[src/rtl/shift_reg_pkg.sv]
// Shared constants for the universal shift register: mode encoding and mode width.
package shift_reg_pkg;

    localparam int MODE_W = 2;

    localparam logic [MODE_W-1:0] MODE_HOLD = 2'b00;
    localparam logic [MODE_W-1:0] MODE_SHR  = 2'b01;
    localparam logic [MODE_W-1:0] MODE_SHL  = 2'b10;
    localparam logic [MODE_W-1:0] MODE_LOAD = 2'b11;

endpackage

[src/rtl/shift_stage.sv]
// One lane-wide register of the universal shift register.
// The next value is picked by the effective mode: hold, lower neighbour, upper neighbour or parallel data.
module shift_stage
    import shift_reg_pkg::*;
#(
    parameter int WIDTH = 1
) (
    input  logic              clk,
    input  logic              rst,
    input  logic [MODE_W-1:0] sel,
    input  logic [WIDTH-1:0]  d_lo,
    input  logic [WIDTH-1:0]  d_hi,
    input  logic [WIDTH-1:0]  d_pd,
    output logic [WIDTH-1:0]  q
);

    always_ff @(posedge clk) begin
        if (rst) begin
            q <= '0;
        end else begin
            case (sel)
                MODE_SHR:  q <= d_lo;
                MODE_SHL:  q <= d_hi;
                MODE_LOAD: q <= d_pd;
                default:   q <= q;
            endcase
        end
    end

endmodule

[src/rtl/shift_reg_univ.sv]
// Universal shift register (hold / shift right / shift left / parallel load) with a saturating fill counter.
// Optional rotation input i_rot is enabled by defining SHIFT_REG_UNIV_ROTATE_EN.
module shift_reg_univ
    import shift_reg_pkg::*;
#(
    parameter int WIDTH = 1,
    parameter int DEPTH = 4
) (
    input  logic                       i_clk,
    input  logic                       i_rst,
    input  logic                       i_en,
    input  logic [MODE_W-1:0]          i_mode,
`ifdef SHIFT_REG_UNIV_ROTATE_EN
    input  logic                       i_rot,
`endif
    input  logic [WIDTH-1:0]           i_sin_r,
    input  logic [WIDTH-1:0]           i_sin_l,
    input  logic [WIDTH*DEPTH-1:0]     i_pd,
    output logic [WIDTH-1:0]           o_sout_r,
    output logic [WIDTH-1:0]           o_sout_l,
    output logic [WIDTH*DEPTH-1:0]     o_pq,
    output logic [$clog2(DEPTH+1)-1:0] o_cnt,
    output logic                       o_full
);

    localparam int CNT_W = $clog2(DEPTH+1);
    localparam logic [CNT_W-1:0] CNT_MAX = CNT_W'(DEPTH);

    logic [MODE_W-1:0] sel;
    logic              rot_act;
    logic [WIDTH-1:0]  feed_r;
    logic [WIDTH-1:0]  feed_l;
    logic [WIDTH-1:0]  stg [DEPTH];
    logic [CNT_W-1:0]  cnt;

`ifdef SHIFT_REG_UNIV_ROTATE_EN
    assign rot_act = i_rot;
`else
    assign rot_act = 1'b0;
`endif

    // Disable folds into the hold mode so every stage sees a single selector.
    always_comb begin
        sel = MODE_HOLD;
        if (i_en) begin
            sel = i_mode;
        end
    end

    assign feed_r = rot_act ? stg[DEPTH-1] : i_sin_r;
    assign feed_l = rot_act ? stg[0]       : i_sin_l;

    for (genvar k = 0; k < DEPTH; k++) begin : g_stage
        logic [WIDTH-1:0] d_lo;
        logic [WIDTH-1:0] d_hi;

        if (k == 0) begin : g_lo_edge
            assign d_lo = feed_r;
        end else begin : g_lo_mid
            assign d_lo = stg[k-1];
        end

        if (k == DEPTH-1) begin : g_hi_edge
            assign d_hi = feed_l;
        end else begin : g_hi_mid
            assign d_hi = stg[k+1];
        end

        shift_stage #(.WIDTH(WIDTH)) u_stage (
            .clk  (i_clk),
            .rst  (i_rst),
            .sel  (sel),
            .d_lo (d_lo),
            .d_hi (d_hi),
            .d_pd (i_pd[k*WIDTH +: WIDTH]),
            .q    (stg[k])
        );

        assign o_pq[k*WIDTH +: WIDTH] = stg[k];
    end

    // Rotation only recirculates existing contents, so it does not advance the fill count.
    always_ff @(posedge i_clk) begin
        if (i_rst) begin
            cnt <= '0;
        end else begin
            case (sel)
                MODE_SHR, MODE_SHL: begin
                    if (!rot_act && cnt != CNT_MAX) begin
                        cnt <= cnt + 1'b1;
                    end
                end
                MODE_LOAD: cnt <= CNT_MAX;
                default:   cnt <= cnt;
            endcase
        end
    end

    assign o_cnt    = cnt;
    assign o_full   = (cnt == CNT_MAX);
    assign o_sout_r = stg[DEPTH-1];
    assign o_sout_l = stg[0];

endmodule

[config.mk]
export PLATFORM = sky130hd
export DESIGN_NAME = shift_reg_univ
export DESIGN_NICKNAME = d
export VERILOG_FILES = /design/src/rtl/shift_reg_pkg.sv /design/src/rtl/shift_stage.sv /design/src/rtl/shift_reg_univ.sv
export SDC_FILE = /design/constraint.sdc
export NUM_CORES = 1
export LEC_CHECK = 0
export CAP_MARGIN = 20
export CORE_AREA = 4 4 41 43
export DETAILED_ROUTE_END_ITERATION = 8
export DIE_AREA = 0 0 45 47
export MAX_ROUTING_LAYER = met4
export PLACE_DENSITY = 0.75
export SLEW_MARGIN = 20
export SYNTH_ARGS = -nofsm -noshare
export SYNTH_HDL_FRONTEND = slang
export SYNTH_SLANG_ARGS = --single-unit
export TNS_END_PERCENT = 10
[constraint.sdc]
create_clock -name i_clk -period 4 [get_ports i_clk]
set_clock_uncertainty 0.15 [all_clocks]
set_input_delay 0.8 -clock i_clk [delete_from_list [all_inputs] [get_ports i_clk]]
set_output_delay 0.8 -clock i_clk [all_outputs]
set_load 0.01 [all_outputs]
# == After elaboration in Yosys (flattened, before gate mapping) ==
# Cells that the tools add are included.
# word_totals
romBits,0
out_inout_bits,10
mem_count,0
reg_bits,7
latchBits,0
ram_bits,0
# op_classes
n_reduce_logical,4
bitwise,0
n_mux,7
n_div,0
n_shift,0
magnitude_cmp,0
eq_ne,6
multipliers,0
add_sub_neg,1
# ops
operator,count
one-hot mux 1 bit (3 select lines),4
one-hot mux 3 bit (2 select lines),1
equality test 2 bit (second input constant),2
adder 3 x 1 -> 3 bit (second input constant),1
equality test 3 bit (second input constant),1
2-to-1 mux 3 bit,1
!= test 3 bit (second input constant),1
nonzero test 3 bit,1
equality test 2 x 1 -> 1 bit (second input constant),1
2-to-1 mux 2 bit,1
!= test 2 bit (second input constant),1
AND reduction 2 bit,1
nonzero test 2 bit,1
OR reduction 2 bit,1

# == Logic depth before layout (Yosys ltp) ==
# Gate-level depths: netlist of the first run.
# depth
ltp_word,5
ltp_mapped,7
ltp_nobuf,6

# == Hierarchy ==
# Synthesis of the first run repeated with hierarchy kept, for this count alone.
# hier_totals
hier_cells,40
area_unflattened_um2,460.4
# modules_own_cells
mod,n_inst,area_per_inst_um2,seq_area_each_um2,cells_each
shift_reg_univ,1,235.2,60.1,28
shift_stage,4,56.3,20.0,3

# == Worst setup path before layout of the first run ==
# No wires, ideal clock.
# synth_timing
kind,input -> register
from,in i_mode[1]
to,reg cnt[0] (netlist: o_cnt[0])
t_required_ps,3759
slack_ps,1889
path_stages,6
n_path_buf,1
arrival_ps,1870
setup_ps,91
path_cell_list,and2_4 -> buf_6 -> ha_1 -> a211oi_1 -> nor2_1 -> a311oi_1
# synth_between
elab_chain_cells,5
elab_cells_between_ends,9
classes_between,eq/ne (4); mux (2); reduce/logical (3)
# synth_lines
element,line_no,source
start: declaration,shift_reg_univ.sv:12,"input logic [MODE_W-1:0] i_mode,"
2-to-1 mux 2 bit (*),shift_reg_univ.sv:45,if (i_en) begin
equality test 2 x 1 -> 1 bit or equality test 2 bit (tied branches),shift_reg_univ.sv:87,case (sel)
OR reduction 2 bit,shift_reg_univ.sv:87,
!= test 2 bit (no source line) or nonzero test 2 bit (tied branches),--,
AND reduction 2 bit (no source line),--,
end signal: assignment,shift_reg_univ.sv:90,cnt <= cnt + 1'b1;
end signal: assignment,shift_reg_univ.sv:94,default: cnt <= cnt;
end: declaration,shift_reg_univ.sv:34,logic [CNT_W-1:0] cnt;
# Every way passes the cells marked *; elsewhere a longest branch is shown, timed or not.
# A chain may end at the register's enable or synchronous reset.

# == Final worst setup path of the first run ==
# layout_timing
from,reg cnt[0] (netlist: o_cnt[0])
to,out o_full
# layout_between
elab_chain_cells,1
# layout_lines
element,line_no,source
equality test 3 bit,shift_reg_univ.sv:100,assign o_full = (cnt == CNT_MAX);
end: declaration,shift_reg_univ.sv:23,output logic o_full
# Every way passes these cells.

==> flow_summary_export.csv, run 1 <==
group,metric,value,unit
run_status,status,"finished clean",
floorplan,dieWidth,45,um
critical_path,cp-start-kind,"register",
timing,final_hold_viol_count,0,
synthesis,synth-seq-cells,7,
timing,setup_viol,0,
placement,place_area,659.4,um2
finish,final_util,52.69,%
critical_path,required,3050,ps
synthesis,async_reset_ff_share,0,%
synthesis,ys_warn_count,0,
clock_network,post-cts-setup-buffers,0,
finish,fin_nets,94,
clock_network,cts.sinks,7,
finish,finalInstanceArea,685.7,um2
finish,multi_input_area,281.5,um2
synthesis,syn_area,489.2,um2
synthesis,ys_top_cells_by_count,"a21oi_1 (9), dfxtp_1 (7), nand2_1 (7)",
route,vias,479,
clock_network,ctsResizeCount,0,
grt,grt_max_degree,9,
synthesis,synthTopCellsByArea,"dfxtp_1 (29%), ha_1 (13%), a21oi_1 (9.2%)",
worst_hold_path,hold_class,"register to register",
finish,fin_cells,92,
clock_network,clockRootBuffer,"clkbuf_4",
synthesis,yosysMostFrequentCell,"a21oi_1",
finish,seqCellArea,140.1,um2
grt,grt_pass1_vias,441,
finish,antenna_cells,0,
synthesis,syn_inst,59,
placement,portBuffers,20,
placement,dp.cells,88,
synthesis,synth_edf_count,0,
critical_path,end_kind,"primary output",
clock_network,htree_levels,1,
route,post_drt_wl_per_cell,12.80,um
job,drv_cap,0,
synthesis,ys.flop_type,"dfxtp_1",
floorplan,rows,13,
floorplan,core_area,1301,um2
timing,worst_pin_slew,299.7,ps
power_and_ir_drop,cellPowerDensity,285.7,nW/um2
route,drt_iter0_drc,12,
critical_path,crit_type,"register to primary output",
synthesis,synth_cell_types,21,
floorplan,die_y,47,um
grt,antenna_found_initial,0,
grt,grt.total_usage,12.27,%
power_and_ir_drop,peakVddDrop,0.1672,mV
grt,grt-ovfl-total,0,
route,wirelength,1.178,mm
timing,rsz0062_at_grt,"no",
clock_network,cts_buffers,3,
critical_path,crit_fanout,5,
synthesis,yosysTopAreaCell,"dfxtp_1",
floorplan,die_area,2115,um2
clock_network,hold_buffers,0,
placement,hpwl,884.6,um
route,drt.antenna.violating_nets,0,
clock_network,cts_tree,"built",
critical_path,crit_arrival,1610,ps
clock_network,path_clk_slew,50,ps
power_and_ir_drop,p_leak,0.2569,nW
synthesis,syn_nets,75,
clock_network,clk_path_buf_depth,2,
synthesis,synth_top_cell_area_share,28.64,%
clock_network,clock_latency,240,ps
floorplan,io_pins,21,
finish,drive_gt1_share,5.195,%
synthesis,seq_area_frac_synth,28.64,%
timing,drv_slew,0,
timing,timing.fmax,389.9,MHz
floorplan,start_util,37.60,%
timing,setup_tns,0,ps
timing,slew_headroom,79.90,%
route,viasPerCell,5.207,
synthesis,synth.avg_cell_area,8.292,um2
timing,fin_crit,2565,ps
finish,fill_cells,149,
route,route.detailed.drc,0,
grt,grt_pass1_wl,1.787,mm
placement,gp_congestion,0.7969,
timing,period_share,64.12,%
finish,syn2layout_area_growth,40.15,%
route,first_pass_iters,4,
placed cells by master, fill, tap and decap left out:
cell / n
nand3b_1: 1
nand2_1: 7
o21ai_0: 1
nand3_1: 1
clkbuf_4: 3
nor2b_1: 1
a22oi_1: 4
a211oi_1: 1
nand4bb_1: 1
a311oi_1: 1
and2_4: 1
a211o_1: 4
a21oi_1: 9
ha_1: 5
clkdlybuf4s50_1: 20
a31oi_1: 1
dfxtp_1: 7
nand2b_1: 1
nor2_1: 1
and2_1: 1
inv_1: 5
clkbuf_1: 1
where the power goes:
group	switching [mW]	leakage, nW	internal (mW)
clock	0.0238	0.0150	0.0379
combinational	0.0228	0.185	0.0309
sequential	0.00588	0.0573	0.0746
state kept, by name, indices dropped and copies added (netlist names):
signal and flops:
g_stage.u_stage.q 4, o_cnt 3
per-stage QoR:
stage	hold WS, ps	power [mW]	setup WS, ps
after floorplan	308.8	0.1105	1889
after global placement	333.2	0.1350	1282
after detailed placement	341.7	0.1350	1304
after CTS	348.9	0.1979	1437
after global routing	376.5	0.2085	1350
final	344.5	0.1959	1435
cell families (layout without fill, tap and decap cells):
group                    Yosys count  in the layout  share of synthesized area (%)
flip-flops                         7              7                          28.64
AND/OR/NAND/NOR                   15             15                          16.63
adder cells (fa/ha/maj)            5              5                          12.79
AO/OA/AOI/OAI                     21             21                          28.13
buffers and inverters             11             29                          13.81
final timing paths:
kind                   startpoint                   end  slack, ps  cells after the start
max reg2reg              o_cnt[0]              o_cnt[0]       2440                      5
min          g_stage[3].u_stage.q  g_stage[3].u_stage.q        340                      2
min reg2reg  g_stage[3].u_stage.q  g_stage[3].u_stage.q        340                      2
max                      o_cnt[0]                o_full       1440                      4
area by class of cell:
cell class	count	share of cell area (%)
multi-input cells	41	41.06
flip-flops and latches	7	20.44
inverters	5	2.737
repair buffers	20	29.20
clock buffers	4	3.832
well taps	15	2.737
layer usage:
metal | vias to the layer above | routed length [um] | part of all wire (%) | global-route usage, %
met5 | - | 0 | 0 | -
met4 | 0 | 0 | 0 | 1.754
met3 | 0 | 107 | 9.1 | 6.897
met2 | 17 | 520 | 44 | 18.93
met1 | 220 | 550 | 47 | 14.22
li1 | 242 | - | - | -
worst max-delay path, stage by stage (launching register included):
cell and delay [ps]:
dfxtp_1 410, inv_1 70, ha_1 220, and2_1 190, clkdlybuf4s50_1 480
Power figures use the tool's default switching activity.
==> run 2: changes to the inputs <==
- CORE_AREA: 4 4 41 43 -> unset
- CORE_MARGIN: unset -> 4
- CORE_UTILIZATION: unset -> 36
- DIE_AREA: 0 0 45 47 -> unset
- PLACE_DENSITY: 0.75 -> 0.77
- clock period: 4 -> 2.3 ns (I/O delays scaled with it)
==> flow_summary_export.csv, run 2 (synthesis gave the netlist of run 1 again) <==
group,metric,value,unit
clock_network,cts_tree,"built",
power_and_ir_drop,finalPower,0.3497,mW
critical_path,path_cells,"inv_1 -> ha_1 -> and2_1 -> clkdlybuf4s50_1",
power_and_ir_drop,peakVddDrop,0.3011,mV
timing,final_hold_viol_count,0,
timing,rsz0062_at_grt,"no",
finish,antenna_cells,0,
clock_network,path_clk_slew,60,ps
finish,fill_cells,127,
floorplan,rows,13,
clock_network,post-cts-setup-buffers,0,
clock_network,clock_latency,250,ps
clock_network,ctsResizeCount,0,
placement,portBuffers,20,
timing,period_share,94.30,%
critical_path,max_stage_delay,480,ps
finish,fin_nets,97,
critical_path,cp_top_family,"buffers and inverters",
timing,worst_pin_slew,305.7,ps
critical_path,worst-path-buf-inv,2,
finish,syn2layout_area_growth,45.01,%
route,first_pass_iters,4,
placement,gp_congestion,0.7531,
worst_hold_path,hold_class,"register to register",
grt,grt_pass1_wl,1.897,mm
finish,largest-register,"g_stage.u_stage.q",
route,post_drt_wl_per_cell,12.20,um
run_status,status,"finished clean",
route,drt.antenna.violating_nets,0,
finish,drive_gt1_share,10.00,%
grt,grt_max_degree,9,
timing,timing.fmax,461.1,MHz
critical_path,crit_arrival,1560,ps
critical_path,r2r_setup_slack,800,ps
timing,slew_headroom,79.49,%
finish,largest_reg_flops,4,
placement,hpwl,914.1,um
floorplan,core_area,1285,um2
critical_path,crit_fanout,5,
critical_path,required,1690,ps
power_and_ir_drop,cellPowerDensity,492.9,nW/um2
floorplan,dieWidth,44.87,um
grt,grt.total_usage,13.07,%
clock_network,hold_buffers,0,
finish,final_util,55.21,%
finish,final_cell_mix,"clkdlybuf4s50_1 (20), a21oi_1 (9), nand2_1 (7)",
route,viasPerCell,5.284,
timing,fin_crit,2169,ps
timing,drv_slew,0,
critical_path,crit_path_top_delay_cell,"clkdlybuf4s50_1",
clock_network,cts_buffers,3,
route,vias,502,
critical_path,end_kind,"primary output",
grt,antenna_found_initial,0,
floorplan,die_area,2013,um2
job,drv_cap,0,
clock_network,cts.sinks,7,
grt,grt-ovfl-total,0,
finish,final_common_cell,"clkdlybuf4s50_1",
clock_network,clockRootBuffer,"clkbuf_4",
floorplan,io_pins,21,
route,drt_iter0_drc,7,
grt,grt_pass1_vias,445,
floorplan,start_util,38.07,%
power_and_ir_drop,p_leak,0.2715,nW
clock_network,clk_path_buf_depth,2,
timing,setup_viol,0,
floorplan,die_y,44.87,um
route,wirelength,1.159,mm
timing,setup_tns,0,ps
critical_path,crit_type,"register to primary output",
route,route.detailed.drc,0,
critical_path,cp-start-kind,"register",
clock_network,htree_levels,1,
run 2: worst paths after layout:
kind                   startpoint              endpoint  cells past startpoint
max                      o_cnt[1]                o_full                      4
min          g_stage[0].u_stage.q  g_stage[0].u_stage.q                      2
max reg2reg              o_cnt[1]              o_cnt[0]                      5
min reg2reg  g_stage[0].u_stage.q  g_stage[0].u_stage.q                      2
run 2: metal layers:
metal / part of all wire, % / wire [um] / GRT usage (%)
met1: 45 / 523 / 17.83
met2: 45 / 520 / 17.19
met3: 7.1 / 82 / 1.594
met4: 2.8 / 32 / 9.942
met5: 0 / 0 / -
run 2: power by group:
group          total (mW)  internal (mW)  switching (mW)
Sequential          0.139          0.130         0.00919
Combinational      0.0978         0.0576          0.0403
Clock               0.113         0.0663          0.0463
run 2: final cells by class:
| class | instances | area, um2 | share of cell area [%] |
|---|---|---|---|
| clock buffer | 4 | 26.28 | 3.704 |
| inverter | 5 | 18.77 | 2.646 |
| multi-input combinational | 41 | 281.5 | 39.68 |
| sequential | 7 | 141.4 | 19.93 |
| tap | 15 | 18.77 | 2.646 |
| timing repair buffer | 23 | 222.7 | 31.39 |
run 2: worst reg2reg max path, delay by kind of cell (launching register included):
kind | cells | cell delay [ps]
simple gates | 1 | 70
compound gates | 2 | 550
fa+ha+maj | 1 | 190
buf+inv | 1 | 60
flops | 1 | 390
run 2: through the flow:
step                hold WS, ps  instances  setup WS [ps]  cell area (um2)
floorplan                 308.8         59          528.8            489.2
global placement          328.2         91          105.7            681.9
detailed placement        340.5         91          89.13            681.9
CTS                       347.0         95          69.95            708.2
global route              365.5         95          22.19            709.4
finish                    339.8         95          131.1            709.4
==> run 3: changes to the inputs <==
- clock period: 2.3 -> 1.8 ns (I/O delays scaled with it)
==> flow_summary_export.csv, run 3 (synthesis gave the netlist of run 1 again) <==
group,metric,value,unit
finish,seqCellArea,140.1,um2
worst_hold_path,hold_end,"g_stage[3].u_stage.q",
clock_network,cts.sinks,7,
worst_hold_path,whs_path_depth,2,
placement,dpl_worst_slack,-317.7,ps
power_and_ir_drop,peakVddDrop,0.3370,mV
placement,place_area,726.9,um2
clock_network,clock_latency,250,ps
timing,setup_viol,0,
finish,multi_input_area,322.8,um2
critical_path,crit_fanout,3,
timing,timing.final.ws_setup,38.45,ps
critical_path,r2r_setup_slack,370,ps
worst_hold_path,hold_class,"register to register",
power_and_ir_drop,p_leak,0.3367,nW
timing,slew_headroom,78.73,%
worst_hold_path,min_from,"g_stage[3].u_stage.q",
clock_network,clk_path_buf_depth,2,
timing,timing.fmax,567.7,MHz
finish,final_common_cell,"clkdlybuf4s50_1",
critical_path,required,1290,ps
route,drt.antenna.violating_nets,0,
grt,grt_pass1_wl,2.014,mm
route,route.detailed.drc,0,
clock_network,path_clk_slew,60,ps
timing,final_hold_viol_count,0,
critical_path,reg2reg_from,"o_cnt[0]",
clock_network,hold_buffers,0,
clock_network,htree_levels,1,
grt,grt-ovfl-total,0,
grt,antenna_found_initial,0,
floorplan,core_area,1285,um2
floorplan,io_pins,21,
grt,grt.total_usage,13.55,%
placement,hpwl,976.5,um
run_status,status,"finished clean",
finish,drive_gt1_share,23.26,%
grt,grt_pass1_vias,496,
floorplan,dieWidth,44.87,um
floorplan,die_area,2013,um2
route,viasPerCell,5.188,
job,drv_cap,0,
critical_path,max_stage_delay,330,ps
clock_network,cts_buffers,3,
finish,fin_nets,103,
route,vias,524,
route,post_drt_wl_per_cell,13.28,um
finish,antenna_cells,0,
timing,worst_pin_slew,318.0,ps
critical_path,cp-start-kind,"register",
floorplan,die_y,44.87,um
finish,largest-register,"g_stage.u_stage.q",
clock_network,cts_tree,"built",
route,wirelength,1.341,mm
floorplan,rows,13,
placement,gp_congestion,0.7348,
timing,setup_tns,0,ps
route,first_pass_iters,4,
finish,fill_cells,110,
grt,grt_max_degree,8,
finish,syn2layout_area_growth,64.19,%
critical_path,crit_arrival,1250,ps
timing,drv_slew,0,
critical_path,crit_type,"register to primary output",
critical_path,path_cells,"inv_1 -> ha_1 -> and2_4 -> clkdlybuf4s15_2",
timing,fin_crit,1762,ps
critical_path,crit_start,"o_cnt[0]",
critical_path,ff2ff_path_depth,5,
floorplan,start_util,38.07,%
clock_network,clockRootBuffer,"clkbuf_4",
critical_path,crit_path_top_delay_cell,"dfxtp_1",
finish,final_cell_mix,"clkdlybuf4s50_1 (16), a21oi_1 (9), buf_4 (9)",
critical_path,worstReg2RegEnd,"o_cnt[0]",
route,drt_iter0_drc,8,
placement,portBuffers,20,
critical_path,end_kind,"primary output",
finish,finalInstanceArea,803.3,um2
timing,period_share,97.86,%
finish,largest_reg_flops,4,
power_and_ir_drop,cellPowerDensity,590.7,nW/um2
## run 3: report_power, final
part / internal, mW / leakage (nW) / switching (mW) / total, mW
logic: 0.0912 / 0.264 / 0.0656 / 0.157
clock network: 0.0847 / 0.0150 / 0.0585 / 0.143
registers: 0.165 / 0.0573 / 0.00905 / 0.175
## run 3: worst max path at each step
stage,to,slack [ps]
floorplan,o_cnt[0],130
global placement,o_cnt[0],-270
detailed placement,o_cnt[0],-320
CTS,g_stage[2].u_stage.q,-5
global route,o_full,-0.5
finish,o_full,40
## run 3: metal layers
| metal | up-vias | wire [um] | track usage, % |
|---|---|---|---|
| li1 | 259 | - | - |
| met1 | 250 | 565 | 16.31 |
| met2 | 15 | 705 | 22.92 |
| met3 | 0 | 71 | 1.594 |
| met4 | 0 | 0 | 5.263 |
| met5 | - | 0 | - |
## run 3: cell type report
| type | count | area share [%] |
|---|---|---|
| multi-input combinational | 41 | 40.19 |
| tap | 15 | 2.336 |
| inverter | 5 | 2.336 |
| clock buffer | 4 | 3.271 |
| timing repair buffer | 29 | 34.42 |
| sequential | 7 | 17.45 |
## run 3: timing repair
item                                    in CTS  in global routing
endpoints found under the setup margin       7                  8
gates resized for setup                      5                  9
buffers inserted                             0                  0
cloned                                       0                  0
pin swaps                                    1                  1
## run 3: metrics by stage
step / total power [mW] / hold slack [ps] / util, % / instances
finish: 0.4745 / 343.8 / 62.51 / 101
global placement: 0.3186 / 329.8 / 56.57 / 97
floorplan: 0.2455 / 279.1 / - / 59
global route: 0.5034 / 377.2 / 62.51 / 101
CTS: 0.4717 / 348.9 / 59.30 / 101
detailed placement: 0.3211 / 333.9 / 56.57 / 97
## run 3: worst max-delay path, delay by kind of cell, from the launching register on
family / cells / cell delay, ps
flops: 1 / 330
buf+inv: 2 / 270
fa+ha+maj: 1 / 220
simple gates: 1 / 170
